<file path="config.mk">
export PLATFORM = sky130hd
export DESIGN_NAME = score_lives_ctrl
export DESIGN_NICKNAME = d
export VERILOG_FILES = /design/src/rtl/score_pkg.sv /design/src/rtl/bin_to_bcd_iter.sv /design/src/rtl/score_lives_ctrl.sv
export SDC_FILE = /design/constraint.sdc
export NUM_CORES = 1
export LEC_CHECK = 0
export CAP_MARGIN = 20
export CORE_MARGIN = 2
export CORE_UTILIZATION = 45
export DETAILED_ROUTE_END_ITERATION = 8
export PLACE_DENSITY = 0.67
export SYNTH_ARGS = -nofsm -noshare
export SYNTH_HDL_FRONTEND = slang
export SYNTH_HIERARCHICAL = 1
export SYNTH_SLANG_ARGS = --single-unit
</file>
<file path="constraint.sdc">
create_clock -name clk -period 2.5 [get_ports clk]
set_clock_uncertainty 0.05 [all_clocks]
set_input_delay 0.25 -clock clk [delete_from_list [all_inputs] [get_ports clk]]
set_output_delay 0.25 -clock clk [all_outputs]
set_load 0.05 [all_outputs]
</file>
<file path="src/rtl/score_pkg.sv">
// Shared types and constants for the score/lives controller.
//   state_e    : controller FSM state (IDLE, CONV, OVER)
//   SCORE_W    : binary score width
//   LIVES_W    : lives counter width
//   BCD_W      : width of one BCD digit
//   DIGIT_BASE : decimal radix used by the iterative converter
package score_pkg;

  localparam int unsigned SCORE_W    = 7;
  localparam int unsigned LIVES_W    = 2;
  localparam int unsigned BCD_W      = 4;
  localparam int unsigned DIGIT_BASE = 10;

  typedef enum logic [1:0] {
    IDLE = 2'd0,
    CONV = 2'd1,
    OVER = 2'd2
  } state_e;

endpackage

</file>
<file path="src/rtl/bin_to_bcd_iter.sv">
// Iterative binary-to-BCD converter (two digits) by repeated subtract-10.
// Ports:
//   clk, rst      : clock, asynchronous active-high reset
//   clear_i       : synchronous clear to reset values (aborts a conversion)
//   start_i       : load value_i and begin converting
//   value_i       : binary value 0..99
//   busy_o        : conversion in progress
//   done_o        : one-cycle pulse after tens_o/ones_o have been updated
//   tens_o/ones_o : BCD digits, held while busy
module bin_to_bcd_iter
  import score_pkg::*;
(
  input  logic               clk,
  input  logic               rst,
  input  logic               clear_i,
  input  logic               start_i,
  input  logic [SCORE_W-1:0] value_i,
  output logic               busy_o,
  output logic               done_o,
  output logic [BCD_W-1:0]   tens_o,
  output logic [BCD_W-1:0]   ones_o
);

  logic               busy_q, busy_d;
  logic               done_q, done_d;
  logic [SCORE_W-1:0] work_q, work_d;
  logic [BCD_W-1:0]   acc_q, acc_d;
  logic [BCD_W-1:0]   tens_q, tens_d;
  logic [BCD_W-1:0]   ones_q, ones_d;

  // Register state.
  always_ff @(posedge clk or posedge rst) begin
    if (rst) begin
      busy_q <= 1'b0;
      done_q <= 1'b0;
      work_q <= '0;
      acc_q  <= '0;
      tens_q <= '0;
      ones_q <= '0;
    end else begin
      busy_q <= busy_d;
      done_q <= done_d;
      work_q <= work_d;
      acc_q  <= acc_d;
      tens_q <= tens_d;
      ones_q <= ones_d;
    end
  end

  // One subtract-10 step per cycle; publish the digits when the remainder fits.
  always_comb begin
    busy_d = busy_q;
    done_d = 1'b0;
    work_d = work_q;
    acc_d  = acc_q;
    tens_d = tens_q;
    ones_d = ones_q;
    if (clear_i) begin
      busy_d = 1'b0;
      work_d = '0;
      acc_d  = '0;
      tens_d = '0;
      ones_d = '0;
    end else if (start_i) begin
      busy_d = 1'b1;
      work_d = value_i;
      acc_d  = '0;
    end else if (busy_q) begin
      if (work_q >= SCORE_W'(DIGIT_BASE)) begin
        work_d = work_q - SCORE_W'(DIGIT_BASE);
        acc_d  = acc_q + BCD_W'(1);
      end else begin
        tens_d = acc_q;
        ones_d = work_q[BCD_W-1:0];
        busy_d = 1'b0;
        done_d = 1'b1;
      end
    end
  end

  assign busy_o = busy_q;
  assign done_o = done_q;
  assign tens_o = tens_q;
  assign ones_o = ones_q;

endmodule

</file>
<file path="src/rtl/score_lives_ctrl.sv">
// Game-state controller: owns score and lives, accepts kill/hit events via
// valid/ready (hit has priority), drives BCD digits and the lives blink.
// Optional macro SCORE_HIGH_SCORE_EN adds show_hi input and hi_score output.
// Ports:
//   clk, rst                : clock, asynchronous active-high reset
//   clk_display             : display refresh tick (blink pacing)
//   restart                 : synchronous new-game pulse
//   kill_valid/pts/ready    : kill event handshake and points
//   hit_valid/ready         : player-hit event handshake
//   score, lives            : binary score and remaining lives
//   tens, ones, digits_valid: BCD score digits and their validity
//   game_over, lives_blank  : game over flag, lives display blank
module score_lives_ctrl
  import score_pkg::*;
#(
  parameter int unsigned SCORE_MAX   = 99,
  parameter int unsigned LIVES_INIT  = 3,
  parameter int unsigned FLASH_TICKS = 8
) (
  input  logic               clk,
  input  logic               rst,
  input  logic               clk_display,
  input  logic               restart,
  input  logic               kill_valid,
  input  logic [3:0]         kill_pts,
  output logic               kill_ready,
  input  logic               hit_valid,
  output logic               hit_ready,
  output logic [SCORE_W-1:0] score,
  output logic [LIVES_W-1:0] lives,
  output logic [BCD_W-1:0]   tens,
  output logic [BCD_W-1:0]   ones,
  output logic               digits_valid,
  output logic               game_over,
  output logic               lives_blank
`ifdef SCORE_HIGH_SCORE_EN
  ,
  input  logic               show_hi,
  output logic [SCORE_W-1:0] hi_score
`endif
);

  localparam int unsigned FLASH_W = $clog2(FLASH_TICKS + 1);

  state_e             state_q, state_d;
  logic [SCORE_W-1:0] score_q, score_d;
  logic [LIVES_W-1:0] lives_q, lives_d;
  logic               dv_q, dv_d;
  logic               go_q, go_d;
  logic               blank_q, blank_d;
  logic [FLASH_W-1:0] flash_q, flash_d;
`ifdef SCORE_HIGH_SCORE_EN
  logic [SCORE_W-1:0] hi_q, hi_d;
  logic               show_q, show_d;
`endif

  logic               conv_start_c;
  logic [SCORE_W-1:0] conv_val_c;
  logic               conv_busy, conv_done;
  logic               idle_c, hit_acc_c, kill_acc_c;
  logic [7:0]         sum_c;
  logic [SCORE_W-1:0] sat_c;

  // Handshake decode; hit wins over a simultaneous kill, which is held off.
  assign idle_c     = (state_q == IDLE) && !conv_busy;
  assign hit_ready  = idle_c;
  assign kill_ready = idle_c && !hit_valid;
  assign hit_acc_c  = hit_valid && hit_ready;
  assign kill_acc_c = kill_valid && kill_ready;

  // Saturating add done 8 bits wide so score + 15 cannot wrap.
  assign sum_c = 8'(score_q) + 8'(kill_pts);
  assign sat_c = (sum_c > 8'(SCORE_MAX)) ? SCORE_W'(SCORE_MAX) : sum_c[SCORE_W-1:0];

  // Register state.
  always_ff @(posedge clk or posedge rst) begin
    if (rst) begin
      state_q <= IDLE;
      score_q <= '0;
      lives_q <= LIVES_W'(LIVES_INIT);
      dv_q    <= 1'b1;
      go_q    <= 1'b0;
      blank_q <= 1'b0;
      flash_q <= '0;
`ifdef SCORE_HIGH_SCORE_EN
      hi_q    <= '0;
      show_q  <= 1'b0;
`endif
    end else begin
      state_q <= state_d;
      score_q <= score_d;
      lives_q <= lives_d;
      dv_q    <= dv_d;
      go_q    <= go_d;
      blank_q <= blank_d;
      flash_q <= flash_d;
`ifdef SCORE_HIGH_SCORE_EN
      hi_q    <= hi_d;
      show_q  <= show_d;
`endif
    end
  end

  // Next-state: flash runs on its own, FSM handles events, restart overrides.
  always_comb begin
    state_d      = state_q;
    score_d      = score_q;
    lives_d      = lives_q;
    dv_d         = dv_q;
    go_d         = go_q;
    blank_d      = blank_q;
    flash_d      = flash_q;
    conv_start_c = 1'b0;
    conv_val_c   = sat_c;
`ifdef SCORE_HIGH_SCORE_EN
    hi_d         = hi_q;
    show_d       = show_hi;
`endif

    if (clk_display && (flash_q != '0)) begin
      blank_d = ~blank_q;
      flash_d = flash_q - FLASH_W'(1);
    end

    unique case (state_q)
      IDLE: begin
        if (hit_acc_c) begin
          lives_d = lives_q - LIVES_W'(1);
          blank_d = 1'b0;
          if (lives_q == LIVES_W'(1)) begin
            state_d = OVER;
            go_d    = 1'b1;
            flash_d = '0;
`ifdef SCORE_HIGH_SCORE_EN
            hi_d    = (score_q > hi_q) ? score_q : hi_q;
`endif
          end else begin
            flash_d = FLASH_W'(FLASH_TICKS);
          end
        end else if (kill_acc_c) begin
          score_d      = sat_c;
          conv_start_c = 1'b1;
          dv_d         = 1'b0;
          state_d      = CONV;
        end
      end
      CONV: begin
        if (conv_done) begin
          dv_d    = 1'b1;
          state_d = IDLE;
        end
      end
      OVER: begin
`ifdef SCORE_HIGH_SCORE_EN
        // Re-convert on each show_hi edge so the digits follow the selection.
        if (show_hi != show_q) begin
          conv_start_c = 1'b1;
          conv_val_c   = show_hi ? hi_q : score_q;
          dv_d         = 1'b0;
        end else if (conv_done) begin
          dv_d = 1'b1;
        end
`endif
      end
      default: state_d = IDLE;
    endcase

    if (restart) begin
      state_d      = IDLE;
      score_d      = '0;
      lives_d      = LIVES_W'(LIVES_INIT);
      dv_d         = 1'b1;
      go_d         = 1'b0;
      blank_d      = 1'b0;
      flash_d      = '0;
      conv_start_c = 1'b0;
    end
  end

  bin_to_bcd_iter u_bcd (
    .clk     (clk),
    .rst     (rst),
    .clear_i (restart),
    .start_i (conv_start_c),
    .value_i (conv_val_c),
    .busy_o  (conv_busy),
    .done_o  (conv_done),
    .tens_o  (tens),
    .ones_o  (ones)
  );

  assign score        = score_q;
  assign lives        = lives_q;
  assign digits_valid = dv_q;
  assign game_over    = go_q;
  assign lives_blank  = blank_q;
`ifdef SCORE_HIGH_SCORE_EN
  assign hi_score     = hi_q;
`endif

endmodule
</file>
# [Word level (Yosys, flattened, before mapping)]
# Cells that the tools add are included.
[word_totals] reg_bits=39 latch_bits=0 ramBits=0 rom_bits=0 inputBits=10 output_inout_bits=22 word_cells=117 memories=0
[op_classes] addsub=5 mul=0 div=0 n_lt_le_gt_ge=2 n_eq_ne=12 shifts=0 muxes=60 n_bitwise=1 reduce_logical=24
[op_table] op="$mux 4" count=17
[op_table] op="$mux 7" count=9
[op_table] op="$mux 1" count=24
[op_table] op="$mux 2" count=8
[op_table] op="$reduce_bool 2->1" count=5
[op_table] op="$reduce_and 3->1" count=3
[op_table] op="$reduce_bool 3->1" count=3
[op_table] op="$add 7x4->8" count=1
[op_table] op="$gt 8x7->1 const B" count=1
[op_table] op="$ne 2x2->1 const B" count=4
[op_table] op="$reduce_and 4->1" count=2
[op_table] op="$ge 7x4->1 const B" count=1
[op_table] op="$sub 7x4->7 const B" count=1
[op_table] op="$ne 3x3->1 const B" count=2
[op_table] op="$pmux 2 s3" count=1
[op_table] op="$logic_and 1x1->1" count=5
[op_table] op="$add 4x1->4 const B" count=1
[op_table] op="$eq 2x1->1 const B" count=2
[op_table] op="$ne 4x3->1 const B" count=1
[op_table] op="$ne 4x4->1 const B" count=1
[op_table] op="$reduce_and 2->1" count=2
[op_table] op="$reduce_bool 4->1" count=1
[op_table] op="$sub 4x1->4 const B" count=1
[op_table] op="$ne 3x2->1 const B" count=1
[op_table] op="other kinds (6)" count=7

# [Logic depth before layout (Yosys ltp)]
# Gate-level depths: netlist of run 1.
[logic_depth] word_depth=10 mapped_depth=9 mapped_depth_nobuf=9

# [Cells and area by module]
# Netlist of run 1, hierarchy kept.
[by_module_without_submodules] module="score_lives_ctrl" instances=1 cells_per_inst=128 area_per_inst_um2=1203.7 seq_area_each_um2=454.2
[by_module_without_submodules] module="bin_to_bcd_iter" instances=1 cells_per_inst=103 area_per_inst_um2=1054.8 seq_area_each_um2=525.5

# [Worst setup path after synthesis of run 1]
# OpenSTA, ideal clock, no wires.
[synth_path] path_kind="register to register" startpoint="register state_q[1]" endpoint="register u_bcd.work_q[5]" arrival_time_ns=2.488 setup_slack_ns=-0.159 path_stages_with_launch=9 path_buffers=1 period_less_slack_ns=2.659 cell_sequence="dfrtp_1 -> nor4_4 -> nand2_1 -> nor2_1 -> clkbuf_1 -> clkinv_1 -> nand2_1 -> nor4_1 -> a2111oi_1"
[synth_between] elab_chain_cells=10 elab_cells_between_ends=14 classes_between="mux (6); reduce/logical (8)"
[synth_lines] item="start, declared" line_no="score_lives_ctrl.sv:45" rtl="state_e state_q, state_d;"
[synth_lines] item="start signal, assigned" line_no="score_lives_ctrl.sv:90" rtl="state_q <= state_d;"
[synth_lines] item="$logic_not 2->1 *" line_no="score_lives_ctrl.sv:65" rtl="assign idle_c = (state_q == IDLE) && !conv_busy;"
[synth_lines] item="$logic_and 1x1->1 *" line_no="score_lives_ctrl.sv:65"
[synth_lines] item="$logic_and 1x1->1 *" line_no="score_lives_ctrl.sv:67" rtl="assign kill_ready = idle_c && !hit_valid;"
[synth_lines] item="via kill_ready" line_no="score_lives_ctrl.sv:26" rtl="output logic kill_ready,"
[synth_lines] item="$logic_and 1x1->1 *" line_no="score_lives_ctrl.sv:69" rtl="assign kill_acc_c = kill_valid && kill_ready;"
[synth_lines] item="$mux 1 *" line_no="score_lives_ctrl.sv:140" rtl="end else if (kill_acc_c) begin"
[synth_lines] item="$mux 1 *" line_no="score_lives_ctrl.sv:127" rtl="if (hit_acc_c) begin"
[synth_lines] item="$mux 1 *" line_no="score_lives_ctrl.sv:125" rtl="unique case (state_q)"
[synth_lines] item="$mux 1 *" line_no="score_lives_ctrl.sv:168" rtl="if (restart) begin"
[synth_lines] item="via conv_start_c" line_no="score_lives_ctrl.sv:57" rtl="logic conv_start_c;"
[synth_lines] item="$reduce_bool 3->1 (no source line) or $mux 7 (tied branches)"
[synth_lines] item="$reduce_and 2->1 (no source line) or $mux 7 (tied branches)"
[synth_lines] item="end signal, assigned" line_no="bin_to_bcd_iter.sv:43" rtl="work_q <= work_d;"
[synth_lines] item="end, declared" line_no="bin_to_bcd_iter.sv:26" rtl="logic [SCORE_W-1:0] work_q, work_d;"
# The timed path passes the listed nets; every way through them passes the cells marked *.
# A chain may end at the register's enable or synchronous reset.

# [Worst setup path after layout of run 1]
[layout_path] startpoint="register score_q[2] (netlist: score[2])" endpoint="register u_bcd.work_q[3]"
[layout_between] elab_chain_cells=5
[layout_lines] item="start, declared" line_no="score_lives_ctrl.sv:46" rtl="logic [SCORE_W-1:0] score_q, score_d;"
[layout_lines] item="start signal, assigned" line_no="score_lives_ctrl.sv:91" rtl="score_q <= score_d;"
[layout_lines] item="$add 7x4->8 *" line_no="score_lives_ctrl.sv:72" rtl="assign sum_c = 8'(score_q) + 8'(kill_pts);"
[layout_lines] item="$gt 8x7->1" line_no="score_lives_ctrl.sv:73" rtl="assign sat_c = (sum_c > 8'(SCORE_MAX)) ? SCORE_W'(SCORE_MAX) : sum_c[SCORE_W-1:0];"
[layout_lines] item="$mux 7 *" line_no="score_lives_ctrl.sv:73"
[layout_lines] item="via conv_val_c[3]" line_no="score_lives_ctrl.sv:58" rtl="logic [SCORE_W-1:0] conv_val_c;"
[layout_lines] item="$mux 7 *" line_no="bin_to_bcd_iter.sv:64" rtl="end else if (start_i) begin"
[layout_lines] item="$mux 7 *" line_no="bin_to_bcd_iter.sv:58" rtl="if (clear_i) begin"
# Marks and branches as above.

==> results.md, run 1 <==
* Area after DPL at 2690 sq um
* Iteration-0 DRC Markers at 119
* CTS clk-pin slew, worst paths at 70 ps
* DP HPWL at ~3.5 mm
* Slew Limit Fails at 0
* CP Launch Type: flop
* Synthesized Nets at 250
* Core area at 4790 sq um
* Crit path DAT at 2480 ps
* Routed wire per std cell at approximately 14 um
* Initial Utilization at 47.2%
* Commonest non-fill, non-tap cell in the layout: dfrtp_1
* Worst slew margin at a little under half
* Buffer levels on the longest clock path at 2
* Worst setup EP type: flop
* Yosys Warn Count at 6
* DIE AREA at about 5600 sq um
* CP Cell Sequence: ha_1 > buf_4 > a21o_2 > nand4b_1 > or2_2 > a211oi_4 > and2_1 > nor2_1 > nor3_1
* Distinct cells, synth at 54
* # fillers at 437
* Finish-stage setup viols at 0
* #FFs+latches synth at 39
* Internal at 0.00106 W
* Congestion Overflow GR at 0
* Main synth FF type: dfrtp_1
* Largest net degree at the start of global routing at 32
* Peak supply drop at 0.000344 V
* Hold Vio Cnt, Final at 0
* CTS sink cnt at 39
* RSZ-0062 raised after global routing: no
* Share of cells above drive strength 1 at approximately 17%
* Rows at 25
* PortBufs at 31
* Finished Cell Area at 2800 sq um
* Final Power at 0.00154 W
* Mean post-synth cell area at 9.78 sq um
* Via count at 1829
* Initial antenna violation count at 0
* WL final at ~4.7 mm
* EDFF count, synth at 0
* Status: complete, no violations
* RD Place Congestion at 0.846
* Clock Power Share at 27.9%
* Pleak at 1.23 nW
* Crit Path Max Fanout at 5
* Largest family of logic cells by synthesized area: simple AND/OR/NAND/NOR gates
* Setup Buffers After CTS at 0
* Xor and xnor area share after synthesis at 3.49%
* Ant. Diodes at 0
* Post-synthesis sequential area ratio at around 43%
* Sum Neg Setup Slack at 0 ps
* ANT nets after route at 0
* Pwr dens at 550 nW/um^2
* Min-delay worst type: input port to async pin
* Mux share of post-synthesis cell area at approximately 4.4%
* Cells after synthesis at about 230
* First-pass GRT wire length at 8.20 mm
* Slowest-stage cell, CP: dfrtp_2
* CTS tree: yes
* Async SR Flop Fraction at 100%
* Fin crit share at around 93%
* DIE WIDTH at around 75 um
* Switch Pwr at 0.000481 W
* Max_cap viols at 0
* Simple-gate share of the synthesized area at 21.2%
* Slew at the pin with the worst max-slew slack at around 800 ps
* Clock latency on the worst-skew pair at around 290 ps
* Vias in the first global route at 1783
* Sequential power share at a little under half
* FMAX at roughly 430 MHz
* H-tree Lvls at 2
* Final core occ at between 50% and 60%
* Vias per cell at 5.40
* Area Overhead vs Synth at 24.0%
* Chip height at 74.8 um
* CP required at 2650 ps
* Root Buffer: clkbuf_8
* Final net count at 290
* Remaining routing DRC violations at 0
* CP peak stage delay at 430 ps
* Drt pass-1 iters at 4
* Netlist Area Pre-Place at 2260 sq um
* Synth Area in Adders at 5.32%
* Combinational Power Share at between 20% and 30%
* Type of the worst setup path: flop to flop
* Overall routing resource usage at 18.9%
* IO Count at 32
* Most frequent cells in the layout: dfrtp_1, nor2_1, clkdlybuf4s50_1, buf_4
* TritonCTS buffer count at 5
* Complex-gate fraction of the synthesized area at 17.8%
* Net Sw Frac at 31.2%
* Period minus WS final at 2330 ps
[final timing paths]
kind | slack (ps) | endpoint | from | cells past startpoint
setup / recovery | 170 | u_bcd/work_q[3] | score[2] | 9
hold / removal | 360 | score[3] | rst | 2
setup reg to reg | 170 | u_bcd/work_q[3] | score[2] | 9
hold reg to reg | 460 | game_over | game_over | 2
max in group asynchronous | 1520 | u_bcd/work_q[6] | rst | 2
min in group clk | 460 | game_over | game_over | 2
[flip-flops by register name, indices dropped and copies added, names as in the netlist, 2 cells and up]
signal / count
state_q: 2
u_bcd/ones_o: 4
score: 7
lives: 2
u_bcd/acc_q: 4
u_bcd/work_q: 7
flash_q: 4
u_bcd/tens_o: 4
[through the flow]
| stage | hold WS [ps] | setup slack, ps | std cells |
|---|---|---|---|
| floorplan | 136 | 24.3 | 231 |
| detailed placement | 448 | -165 | 331 |
| global route | 458 | 1.68 | 339 |
| global placement | 438 | -108 | 331 |
| finish | 362 | 169 | 339 |
| CTS | 392 | 117 | 339 |
[Yosys cell counts (2+ instances only)]
| library cell | number | share of area (%) |
|---|---|---|
| dfrtp_1 | 36 | 40 |
| nor2_1 | 33 | 5.5 |
| a21oi_1 | 12 | 2.7 |
| inv_1 | 12 | 2.0 |
| nand2_1 | 12 | 2.0 |
| mux2i_1 | 10 | 4.4 |
| ha_1 | 8 | 4.4 |
| clkbuf_1 | 7 | 1.2 |
| xor2_1 | 6 | 2.3 |
| a211oi_1 | 5 | 1.7 |
| nand2b_1 | 5 | 1.4 |
| o21ai_0 | 5 | 1.1 |
| or2_2 | 5 | 1.4 |
| or3_1 | 5 | 1.4 |
| a31oi_1 | 4 | 1.1 |
| and2_1 | 4 | 1.1 |
| nand3_1 | 4 | 0.89 |
| nor3_1 | 4 | 0.89 |
| a211o_1 | 3 | 1.2 |
| a21o_1 | 3 | 1.0 |
| dfstp_2 | 3 | 3.5 |
| nor3b_1 | 3 | 1.0 |
| nor4_1 | 3 | 0.83 |
| xnor2_1 | 3 | 1.2 |
| a311oi_1 | 2 | 0.78 |
| a32o_2 | 2 | 1.0 |
| nor2b_1 | 2 | 0.55 |
| nor4_4 | 2 | 1.9 |
| o21bai_1 | 2 | 0.66 |
| o31ai_1 | 2 | 0.66 |
[what timing repair did]
item | 4_1_cts | 5_1_grt
hold buffers | 0 | 0
resized for setup | 0 | 4
setup endpoints to repair | 0 | 8
[cell type report]
cell class                 count  area [sq um]  area share, %
timing repair buffer          43           398           14.2
multi-input combinational    169          1200           42.7
clock buffer                   7          86.3           3.08
tap                           67          83.8           2.99
sequential                    39           982           35.1
inverter                      13          50.0           1.79
clock inverter                 1          5.00          0.179
[routing by layer]
| layer | vias up | track usage [%] | routed length [um] |
|---|---|---|---|
| met5 | - | 0 | 0 |
| met4 | 0 | 3.37 | 25 |
| met3 | 4 | 3.61 | 167 |
| met2 | 34 | 33.3 | 2440 |
| met1 | 885 | 24.5 | 2110 |
| li1 | 906 | - | - |
[power by group through the flow]
stage	registers, W	clock network [W]	logic [W]
after detailed placement	0.000721	0	0.000400
after global routing	0.000714	0.000473	0.000444
after floorplan	0.000769	0	0.000232
after CTS	0.000709	0.000446	0.000403
final	0.000708	0.000430	0.000404
after global placement	0.000719	0	0.000398
[logic make-up after synthesis]
logic type	count (synthesis)
adders and majority gates	9
buffers and inverters	23
muxes	10
and+or+nand+nor	88
AOI/OAI and AO/OA	53
DFF	39
xor gates and xnor gates	9
[worst max-delay path: cells and delay by family (launching register included)]
family | cells | cell delay [ps]
AO/OA/AOI/OAI | 2 | 430
AND/OR/NAND/NOR | 5 | 870
adder cells (fa/ha/maj) | 1 | 330
buffers and inverters | 1 | 150
flip-flops | 1 | 430
No activity file was read; power rests on OpenSTA's default activity.
==> run 2: changes to the inputs <==
- ABC_CLOCK_PERIOD_IN_PS: default -> 2500
==> results of run 2 <==
No change in the layout: final DEF, timing and power equal those of run 1.
==> run 3: changes to the inputs <==
- ABC_CLOCK_PERIOD_IN_PS: 2500 -> 1880
- PLACE_DENSITY: 0.67 -> 0.69
- clock period: 2.5 -> 1.88 ns (I/O delays scaled with it)
==> run 3 against run 2 <==
Against the previous run: via count up 6.2%; combinational power up 64%; cell area up 13%; routed wire length up 12%; worst setup slack worse by 590 ps; non-clock buffer count up 33; highest routed layer unchanged; sequential share of layout area down 3.9 points; count of clock-buffer cells in the layout unchanged; hold slack worse by 160 ps; critical path depth up 1; the flow now finishes with violations (negative setup slack); final cell count up 9.7%; first-iteration DRC count down 50%.
==> results.md, run 3 (synthesis gave the netlist of run 1 again) <==
* Status: complete, but fails checks
* Failing checks: negative setup slack
* Reg-to-reg slack, setup at -420 ps
* CTS clk-pin slew, worst paths at 70 ps
* Clock latency on the worst-skew pair at 290 ps
* Final net count at 323
* Routed wire per std cell at 14.3 um
* First-pass GRT wire length at 8.48 mm
* Hold-fix buffers at CTS at 0
* FMAX at 434 MHz
* Hold Slack at 201 ps
* Pleak at 1.42 nW
* Finish-stage setup viols at 13
* Top Metal Used: met4
* # fillers at 403
* Ant. Diodes at 0
* RD Place Congestion at 0.839
* Congestion Overflow GR at 0
* Crit path DAT at 2460 ps
* Share of cells above drive strength 1 at around a third
* Chip height at 74.8 um
* Slew at the pin with the worst max-slew slack at 502 ps
* Fin worst setup slack at -424 ps
* Sum Neg Setup Slack at -4310 ps
* R2r worst-path depth at 9
* Hold Vio Cnt, Final at 0
* Vias per cell at 5.22
* Peak supply drop at 0.000378 V
* IO Count at 32
* Reg-to-reg startpoint: score[0]
* Worst slew margin at 66.5%
* Period minus WS final at 2300 ps
* CP required at between 2000 and 2500 ps
* Overall routing resource usage at 20.3%
* Core area at between 4000 and 5000 sq um
* DP HPWL at 3.84 mm
* Slew Limit Fails at 0
* Drt pass-1 iters at 4
* Vias in the first global route at approximately 1.9k
* TritonCTS buffer count at 5
* CTS tree: yes
* WL met3 at about 150 um
* Type of the worst setup path: input port to flop
* Pwr dens at 676 nW/um^2
* Iteration-0 DRC Markers at 59
* Pre-CTS WS at -633 ps
* CTS sink cnt at 39
* Root Buffer: clkbuf_8
* Area Overhead vs Synth at 39.9%
* Most frequent cells in the layout: buf_4, nor2_1, dfrtp_1, clkdlybuf4s50_1, inv_1
* Max_cap viols at 0
* Remaining routing DRC violations at 0
* PortBufs at 31
* DIE AREA at 5600 sq um
* Met2 wire length at 2.66 mm
* H-tree Lvls at 2
* RSZ-0062 raised after global routing: yes
* WL final at 5.31 mm
* Largest net degree at the start of global routing at 32
* Via count at slightly below 2k
* Min-delay worst type: input port to async pin
* RR Endpoint: u_bcd/work_q[3]
* Commonest non-fill, non-tap cell in the layout: buf_4
* Rows at 25
* Worst setup EP type: flop
* CP Launch Type: input port
* Crit Path Max Fanout at 6
* Initial antenna violation count at 0
* Buffer levels on the longest clock path at 2
* Initial Utilization at 47.2%
* DRT met1 WL at 2.43 mm
* DIE WIDTH at 74.8 um
* ANT nets after route at 0
* Fin crit share at 123%
==> run 3: changes by cell type in the layout (fill, tap and decap cells not counted), sizes merged <==
cell and delta:
clkdlybuf4s50 -8, buf +40, dlymetal6s2s +1
==> run 3: repair_timing <==
item,4_1_cts,5_1_grt
endpoints found under the setup margin,21,22
gates cloned,0,0
pin swaps,5,5
gates resized for setup,4,11
buffers inserted,3,0
==> run 3: through the flow <==
stage / cell area (sq um) / total power, W / std cells / util (%)
2_1_floorplan: 2360 / 0.00136 / 231 / -
3_3_place_gp: 3000 / 0.00158 / 361 / 62.8
5_1_grt: 3160 / 0.00225 / 372 / 66.0
4_1_cts: 3120 / 0.00215 / 372 / 65.2
3_5_place_dp: 3000 / 0.00159 / 361 / 62.8
6_report: 3160 / 0.00214 / 372 / 66.0
==> run 3: worst max path at each step <==
stage | startpoint | to | slack [ps] | depth (start not counted)
floorplan | score[0] | u_bcd/work_q[3] | -430 | 8
global placement | kill_pts[0] | u_bcd/work_q[2] | -570 | 10
detailed placement | kill_pts[0] | u_bcd/work_q[3] | -630 | 10
CTS | score[0] | u_bcd/work_q[3] | -390 | 9
global route | score[0] | u_bcd/work_q[3] | -520 | 9
finish | kill_pts[0] | u_bcd/work_q[3] | -420 | 10
==> run 3: final cells by class <==
cell class	instances	area [sq um]	area share, %
multi-input combinational	169	1300	41.2
sequential	39	986	31.2
timing repair buffer	76	647	20.5
tap	67	83.8	2.65
clock buffer	7	76.3	2.41
inverter	13	61.3	1.94
clock inverter	1	5.00	0.158
==> run 3: report_power, final <==
group / internal (W) / switching (W)
sequential: 0.000893 / 0.0000397
combinational: 0.000297 / 0.000364
clock: 0.000260 / 0.000282
total: 0.00145 / 0.000686
==> run 3: worst max-delay path: stages <==
cell	delay (ps)
clkdlybuf4s50_1	510
ha_4	150
fa_2	240
a21o_2	170
nand4b_1	170
or2_4	310
a211oi_4	360
and2_1	170
nor2_1	40
nor3_1	140
==> run 3: routing by layer <==
metal | vias up | global-route usage, %
li1 | 966 | -
met1 | 939 | 24.6
met2 | 31 | 35.7
met3 | 6 | 4.28
met4 | 0 | 7.14
met5 | - | 0
